### config.mk
export PLATFORM = sky130hd
export DESIGN_NAME = mem_dump_flat
export DESIGN_NICKNAME = d
export VERILOG_FILES = /design/src/rtl/mem_dump_if.sv /design/src/rtl/mem_dump.sv /design/src/flat_wrapper.sv
export SDC_FILE = /design/constraint.sdc
export NUM_CORES = 1
export LEC_CHECK = 0
export ABC_AREA = 1
export CORE_MARGIN = 1.5
export CORE_UTILIZATION = 45
export DETAILED_ROUTE_END_ITERATION = 8
export PLACE_DENSITY_LB_ADDON = 0.3
export SKIP_CTS_REPAIR_TIMING = 1
export SYNTH_ARGS = -nofsm -noshare
export SYNTH_HDL_FRONTEND = slang
export SYNTH_SLANG_ARGS = --single-unit
### constraint.sdc
create_clock -name clk -period 3.9 [get_ports clk]
set_clock_uncertainty 0.2 [all_clocks]
set_input_delay 0.585 -clock clk [delete_from_list [all_inputs] [get_ports clk]]
set_output_delay 0.585 -clock clk [all_outputs]
set_load 0.005 [all_outputs]
### src/rtl/mem_dump_if.sv
// mem_dump_if: memory-controller initiator and serial-TX signals used by mem_dump.
interface mem_dump_if #(
  parameter int ADDR_WIDTH = 24,
  parameter int DATA_WIDTH = 16
);
  logic [ADDR_WIDTH-1:0] mem_addr;
  logic [DATA_WIDTH-1:0] mem_data_in;
  logic [DATA_WIDTH-1:0] mem_data_out;
  logic                  mem_r_en;
  logic                  mem_w_en;
  logic                  mem_rdy;
  logic                  mem_cplt;
  logic [7:0]            serial_data_out;
  logic                  serial_out_en;
  logic                  serial_out_rdy;
  modport master (
    output mem_addr, mem_data_in, mem_r_en, mem_w_en, serial_data_out, serial_out_en,
    input  mem_rdy, mem_cplt, mem_data_out, serial_out_rdy
  );
  modport slave (
    input  mem_addr, mem_data_in, mem_r_en, mem_w_en, serial_data_out, serial_out_en,
    output mem_rdy, mem_cplt, mem_data_out, serial_out_rdy
  );
endinterface

### src/rtl/mem_dump.sv
// mem_dump: reads a run of 16-bit memory words and sends each over serial TX, high byte first.
module mem_dump #(
  parameter int ADDR_WIDTH = 24,
  parameter int DATA_WIDTH = 16,
  parameter int LEN_WIDTH  = 24
) (
  input  logic                  clk,
  input  logic                  rst_n,
  input  logic                  start,
  input  logic [ADDR_WIDTH-1:0] start_addr,
  input  logic [LEN_WIDTH-1:0]  word_count,
  output logic                  busy,
  output logic                  done,
  mem_dump_if.master            bus
);
  localparam logic [2:0] IDLE     = 3'd0;
  localparam logic [2:0] MEM_REQ  = 3'd1;
  localparam logic [2:0] MEM_WAIT = 3'd2;
  localparam logic [2:0] TX_HI    = 3'd3;
  localparam logic [2:0] GAP_HI   = 3'd4;
  localparam logic [2:0] TX_LO    = 3'd5;
  localparam logic [2:0] GAP_LO   = 3'd6;
  logic [2:0]            state;
  logic [ADDR_WIDTH-1:0] addr;
  logic [LEN_WIDTH-1:0]  remaining;
  logic [DATA_WIDTH-1:0] word;
  logic [7:0]            sdo;
  logic                  last;
  assign busy                = state != IDLE;
  assign last                = remaining == LEN_WIDTH'(1);
  assign bus.mem_addr        = addr;
  assign bus.mem_data_in     = '0;
  assign bus.mem_w_en        = 1'b0;
  assign bus.mem_r_en        = state == MEM_REQ && bus.mem_rdy;
  assign bus.serial_out_en   = (state == TX_HI || state == TX_LO) && bus.serial_out_rdy;
  assign bus.serial_data_out = sdo;
  // sdo is loaded on entry to each TX state so it holds its value everywhere else
  always_ff @(posedge clk or negedge rst_n) begin
    if (!rst_n) begin
      state     <= IDLE;
      addr      <= '0;
      remaining <= '0;
      word      <= '0;
      sdo       <= '0;
      done      <= 1'b0;
    end else begin
      done <= 1'b0;
      case (state)
        IDLE: if (start) begin
          if (word_count == '0) done <= 1'b1;
          else begin
            addr      <= start_addr;
            remaining <= word_count;
            state     <= MEM_REQ;
          end
        end
        MEM_REQ: if (bus.mem_rdy) state <= MEM_WAIT;
        MEM_WAIT: if (bus.mem_cplt) begin
          word  <= bus.mem_data_out;
          sdo   <= bus.mem_data_out[15:8];
          state <= TX_HI;
        end
        TX_HI: if (bus.serial_out_rdy) state <= GAP_HI;
        GAP_HI: begin
          sdo   <= word[7:0];
          state <= TX_LO;
        end
        TX_LO: if (bus.serial_out_rdy) state <= GAP_LO;
        GAP_LO: begin
          addr      <= addr + ADDR_WIDTH'(1);
          remaining <= remaining - LEN_WIDTH'(1);
          done      <= last;
          state     <= last ? IDLE : MEM_REQ;
        end
        default: state <= IDLE;
      endcase
    end
  end
endmodule

### src/flat_wrapper.sv
// flat-port wrapper written by rule: the top's interface ports become plain ports
module mem_dump_flat 
#(
  parameter int ADDR_WIDTH = 24,
  parameter int DATA_WIDTH = 16,
  parameter int LEN_WIDTH  = 24
)
  (clk, rst_n, start, start_addr, word_count, busy, done, bus_mem_addr, bus_mem_data_in, bus_mem_r_en, bus_mem_w_en, bus_serial_data_out, bus_serial_out_en, bus_mem_rdy, bus_mem_cplt, bus_mem_data_out, bus_serial_out_rdy);
  mem_dump_if #(.ADDR_WIDTH(ADDR_WIDTH), .DATA_WIDTH(DATA_WIDTH)) bus_i ();
  input  logic clk;
  input  logic rst_n;
  input  logic start;
  input  logic [ADDR_WIDTH-1:0] start_addr;
  input  logic [LEN_WIDTH-1:0] word_count;
  output logic busy;
  output logic done;
  output wire logic [$bits(bus_i.mem_addr)-1:0] bus_mem_addr;
  output wire logic [$bits(bus_i.mem_data_in)-1:0] bus_mem_data_in;
  output wire logic [$bits(bus_i.mem_r_en)-1:0] bus_mem_r_en;
  output wire logic [$bits(bus_i.mem_w_en)-1:0] bus_mem_w_en;
  output wire logic [$bits(bus_i.serial_data_out)-1:0] bus_serial_data_out;
  output wire logic [$bits(bus_i.serial_out_en)-1:0] bus_serial_out_en;
  input wire logic [$bits(bus_i.mem_rdy)-1:0] bus_mem_rdy;
  input wire logic [$bits(bus_i.mem_cplt)-1:0] bus_mem_cplt;
  input wire logic [$bits(bus_i.mem_data_out)-1:0] bus_mem_data_out;
  input wire logic [$bits(bus_i.serial_out_rdy)-1:0] bus_serial_out_rdy;
  assign bus_mem_addr = bus_i.mem_addr;
  assign bus_mem_data_in = bus_i.mem_data_in;
  assign bus_mem_r_en = bus_i.mem_r_en;
  assign bus_mem_w_en = bus_i.mem_w_en;
  assign bus_serial_data_out = bus_i.serial_data_out;
  assign bus_serial_out_en = bus_i.serial_out_en;
  assign bus_i.mem_rdy = bus_mem_rdy;
  assign bus_i.mem_cplt = bus_mem_cplt;
  assign bus_i.mem_data_out = bus_mem_data_out;
  assign bus_i.serial_out_rdy = bus_serial_out_rdy;
  mem_dump #(.ADDR_WIDTH(ADDR_WIDTH), .DATA_WIDTH(DATA_WIDTH), .LEN_WIDTH(LEN_WIDTH)) u_core (.clk(clk), .rst_n(rst_n), .start(start), .start_addr(start_addr), .word_count(word_count), .busy(busy), .done(done), .bus(bus_i));
endmodule
Word level (Yosys, flattened, before mapping). Cells that the tools add are included.

Register bits after elaboration: 68. Bits in latches: 0. Memory bits (writable): 0. Bits in read-only memories: 0. Logic and storage cells: 52. Memories: 0.

$add $sub $neg: 2. Multipliers: 0. Div/mod/pow operators: 0. $lt $le $gt $ge: 0. Equality and inequality tests: 13. Shift-type cells: 0. Multiplexer cells: 19. Bitwise gates (word level): 0. Reductions and logical operators: 12.

Operators by type and width (count): 2-to-1 mux 24 bit (4); one-hot mux 24 bit (2 select lines) (2); adder 24 x 1 -> 24 bit (second input constant) (1); equality test 24 x 1 -> 1 bit (second input constant) (1); logical NOT 24 bit (1); subtractor 24 x 1 -> 24 bit (second input constant) (1); one-hot mux 3 bit (7 select lines) (1); 2-to-1 mux 3 bit (6); one-hot mux 8 bit (2 select lines) (1); != test 2 bit (second input constant) (6); equality test 3 bit (second input constant) (3); 2-to-1 mux 8 bit (1); equality test 3 x 2 -> 1 bit (second input constant) (2); AND reduction 6 bit (1); AND reduction 2 bit (2); nonzero test 2 bit (2); equality test 3 x 1 -> 1 bit (second input constant) (1); logical NOT 3 bit (1); 2-to-1 mux 1 bit (3); AND reduction 3 bit (1); nonzero test 3 bit (1); logical AND 1 bit (2); one-hot mux 1 bit (2 select lines) (1); logical OR 1 bit (1).

Depth between registers and ports, before layout.
Word-level depth: 4. Mapped depth: 11. Depth with buffers taken out: 11.

Worst setup path before layout. No wires, ideal clock.

Path type: input to register. Start point: input word_count[1]. End point: register u_core.remaining[1]. Arrival time: 1.508 ns. Required time: 3.578 ns. Path slack: 2.070 ns. Cell stages on the path: 9. Buffers on the path: 1. Cells stage by stage: nor2_1 > nand3_1 > nor2_1 > nand3_1 > nand2_4 > inv_2 > buf_4 > nand2_1 > o21ai_1.

Word-level cells in the longest chain between the ends: 3.

RTL lines: start: declaration (RTL line flat_wrapper.sv:14) `input logic [LEN_WIDTH-1:0] word_count;`; logical NOT 24 bit or 2-to-1 mux 24 bit (tied branches) (RTL line mem_dump.sv:50) `if (word_count == '0) done <= 1'b1;`; != test 2 bit (no source line) or 2-to-1 mux 24 bit (tied branches); AND reduction 3 bit (no source line) or one-hot mux 24 bit (2 select lines) (tied branches); end signal: assignment (RTL line mem_dump.sv:53) `remaining <= word_count;`; end signal: assignment (RTL line mem_dump.sv:71) `remaining <= remaining - LEN_WIDTH'(1);`; end: declaration (RTL line mem_dump.sv:25) `logic [LEN_WIDTH-1:0] remaining;`.

Parallel ways exist; a longest one is shown, timed or not. The select of a mux whose other input is x is not followed. A chain may end at the register's enable or synchronous reset.

Worst setup path after layout.
Start point: register u_core.state[2]. End point: output bus_serial_out_en.

Word-level cells in the longest chain between the ends: 3.

RTL lines: start: declaration (RTL line mem_dump.sv:23) `logic [2:0] state;`; start signal: assignment (RTL line mem_dump.sv:73) `state <= last ? IDLE : MEM_REQ;`; equality test 3 x 2 -> 1 bit or equality test 3 bit (tied branches) (RTL line mem_dump.sv:35) `assign bus.serial_out_en = (state == TX_HI || state == TX_LO) && bus.serial_out_rdy;`; logical OR 1 bit (*) (RTL line mem_dump.sv:35); logical AND 1 bit (*) (RTL line mem_dump.sv:35); end: declaration (RTL line flat_wrapper.sv:22) `output wire logic [$bits(bus_i.serial_out_en)-1:0] bus_serial_out_en;`.

Every way passes the cells marked *; elsewhere a longest branch is shown, timed or not.

==> results_dict.tcl <==
set metrics [dict create \
    relSlewSlack_pct 28.9 \
    switching_share_pct 44.3 \
    ys_ff_latch 68 \
    synth_area_leaders "dfrtp_1 35%, nand2_1 24%, nor2_1 10%" \
    critical_path_required_ns 3.12 \
    ys.flop_type "dfrtp_1" \
    cp_max_fo 14 \
    combPwrFrac_pct 48.8 \
    grt_setup_unrepaired "no" \
    root_buffer "clkbuf_8" \
    start_util_pct 46.5 \
    die_width_um 106 \
    gp_congestion 0.886 \
    rrSetupSlack_ns 1.28 \
    wl_met1_um 6060 \
    max_freq_ghz 0.368 \
    setup-violations-final 0 \
    ys_types 32 \
    cp-end-kind "primary output" \
    io_pins 123 \
    cap_violations 0 \
    critPathSlowestCell "dfrtp_1" \
    wl_met3_um 882 \
    yosysTopAreaCellShare_pct 35.3 \
    numCtsBuffers 9 \
    grt_pass1_wl_um 21400 \
    worstSetupPathType "reg2out" \
    grt_max_degree 68 \
    hold_path.class "in2async" \
    placed_area_um2 5880 \
    finalNonFillerCells 1009 \
    syn_area_um2 4820 \
    cpLargestDelayFamily "buffers and inverters" \
    routed_wirelength_um 12900 \
    fin_crit_ns 2.72 \
    htree_levels 3 \
    yosys.area.top_type "dfrtp_1" \
    worstSetupStartpointType "flip-flop" \
    first_global_vias 4480 \
    synthCells 770 \
    cts_tree "done" \
    dpl.cell_count 993 \
    met2_length_um 5780 \
    critPathBufInv 2 \
    ant_nets 0 \
    postSynth.asyncResetShare_pct 100 \
    clockPowerShare_pct 17.2 \
    p_total_mw 4.28 \
    nets 941 \
    leakagePower_nw 2.89 \
    power_density_nw_per_um2 700 \
    cpPeakStageDelay_ns 0.56 \
    arrival_ns 1.93 \
    path_cells "inv_1 -> nand3_1 -> a21oi_1 -> clkdlybuf4s50_1" \
    ir_worst_vdd_mv 0.359 \
    synth_warnings 0 \
    synth_area_per_cell_um2 6.26 \
    cts_max_path_buffers 2 \
    pwr-share-seq_pct 34.0 \
    clock_sinks 68 \
    finalMaxSlewViolations 0 \
    die_h_um 106 \
    antenna_found_initial 0 \
    worstMarginPinSlew_ns 1.07 \
    fp-row-count 37 \
    drive_above_1_share_pct 4.70 \
    whs_ns 0.222 \
    routed.top_layer "met4" \
    finalSetupTns_ns 0 \
    wl_per_cell_um 12.8 \
    finalCritPeriodShare_pct 69.7 \
    drc 0 \
    core_area_um2 10400 \
    status "finished, final reports clean" \
    grt_usage_pct 23.6 \
    via_per_inst 5.01 \
    hpwl_um 9380 \
    hold_violations 0 \
    gr-total-overflow 0 \
    synth-seq-area-share_pct 35.3 \
    vias 5056 \
    io_buffers 105 \
    drt_iter0_markers 356 \
    drt_pass1_iterations 5 \
    antenna_cells 0 \
    die_area_um2 11300 \
    fin_area_um2 6120 \
    path_clk_slew_ns 0.09 \
    p_switching_mw 1.90 \
    synth_edf_count 0 \
    internal_power_mw 2.39 \
    syn_to_final_growth_pct 27.1 \
    clk_latency_ns 0.36 \
]
## flip-flops by register name (all words and copies together) (netlist names)
name	count
u_core.state	3
u_core.done	1
u_core.remaining	24
u_core.bus.serial_data_out	8
u_core.word	8
u_core.bus.mem_addr	24
## cell usage after synthesis, types with 2 or more instances
cell type / n
nand4_1: 10
buf_2: 10
nand3_1: 79
inv_1: 50
nor3_1: 3
inv_2: 4
ha_1: 3
xnor2_1: 2
o21ai_0: 16
nor2_1: 130
nand2_1: 309
a21oi_1: 2
buf_4: 22
o21ai_1: 14
nand3b_1: 7
xor2_1: 2
and3_1: 2
o21bai_1: 2
or2_2: 3
mux2_2: 8
dfrtp_1: 68
clkbuf_1: 5
a31oi_1: 9
buf_6: 2
## power by group through the flow
stage	logic, mW	clock network [mW]	registers [mW]
after CTS	2.09	0.749	1.45
after global placement	2.05	0	1.45
after floorplan	1.45	0	1.36
final	2.09	0.737	1.46
after detailed placement	2.09	0	1.45
after global routing	2.37	0.788	1.51
## layer usage
metal  GRT usage [%]  vias to the layer above
met3            5.40                       15
met5               0                        -
met4            7.14                        0
li1                -                     2602
met1            32.9                     2256
met2            36.5                      183
## final timing paths
path	start	end	depth (start not counted)
max reg2reg	u_core.state[2]	u_core.remaining[3]	6
min reg2reg	u_core.word[7]	u_core.word[7]	1
min	rst_n	u_core.remaining[23]	1
max in group asynchronous	rst_n	u_core.remaining[6]	2
max	u_core.state[2]	bus_serial_out_en	4
min in group clk	u_core.word[7]	u_core.word[7]	1
## through the flow
step	utilization, %	setup WS, ns
after global placement	56.7	0.951
final	59.1	1.18
after global routing	59.1	1.01
after floorplan	-	2.07
after detailed placement	56.7	0.834
after CTS	59.1	1.19
## cell usage in the layout, fill, tap and decap left out, types with 3 or more instances in the layout
cell	synthesis	final
nand2_1	309	309
nor2_1	130	130
clkdlybuf4s50_1	0	104
nand3_1	79	79
dfrtp_1	68	68
inv_1	50	50
conb_1	1	17
o21ai_0	16	16
o21ai_1	14	14
nand4_1	10	10
a31oi_1	9	9
clkbuf_8	0	9
mux2_2	8	8
nand3b_1	7	7
buf_4	22	5
inv_2	4	4
nor3_1	3	3
or2_2	3	3
ha_1	3	3
bufinv_16	0	3
## cells by family (layout without fill, tap and decap cells)
kind of cell | count (synthesis) | count (layout) | share of synthesized area, %
mux | 8 | 8 | 1.87
fa+ha+maj | 3 | 3 | 0.779
other cells | 1 | 17 | 0.0778
compound gates | 45 | 45 | 5.09
simple gates | 547 | 547 | 46.5
flops | 68 | 68 | 35.3
xor+xnor | 4 | 4 | 0.727
buf+inv | 94 | 181 | 9.61
## cell type report
type / instances / area, um2
inverter: 55 / 206
tap: 136 / 170
clock buffer: 9 / 124
sequential: 68 / 1700
timing repair buffer: 110 / 1080
clock inverter: 7 / 124
multi-input combinational: 624 / 2720
fill: 1007 / 4250
Power figures use the tool's default switching activity.
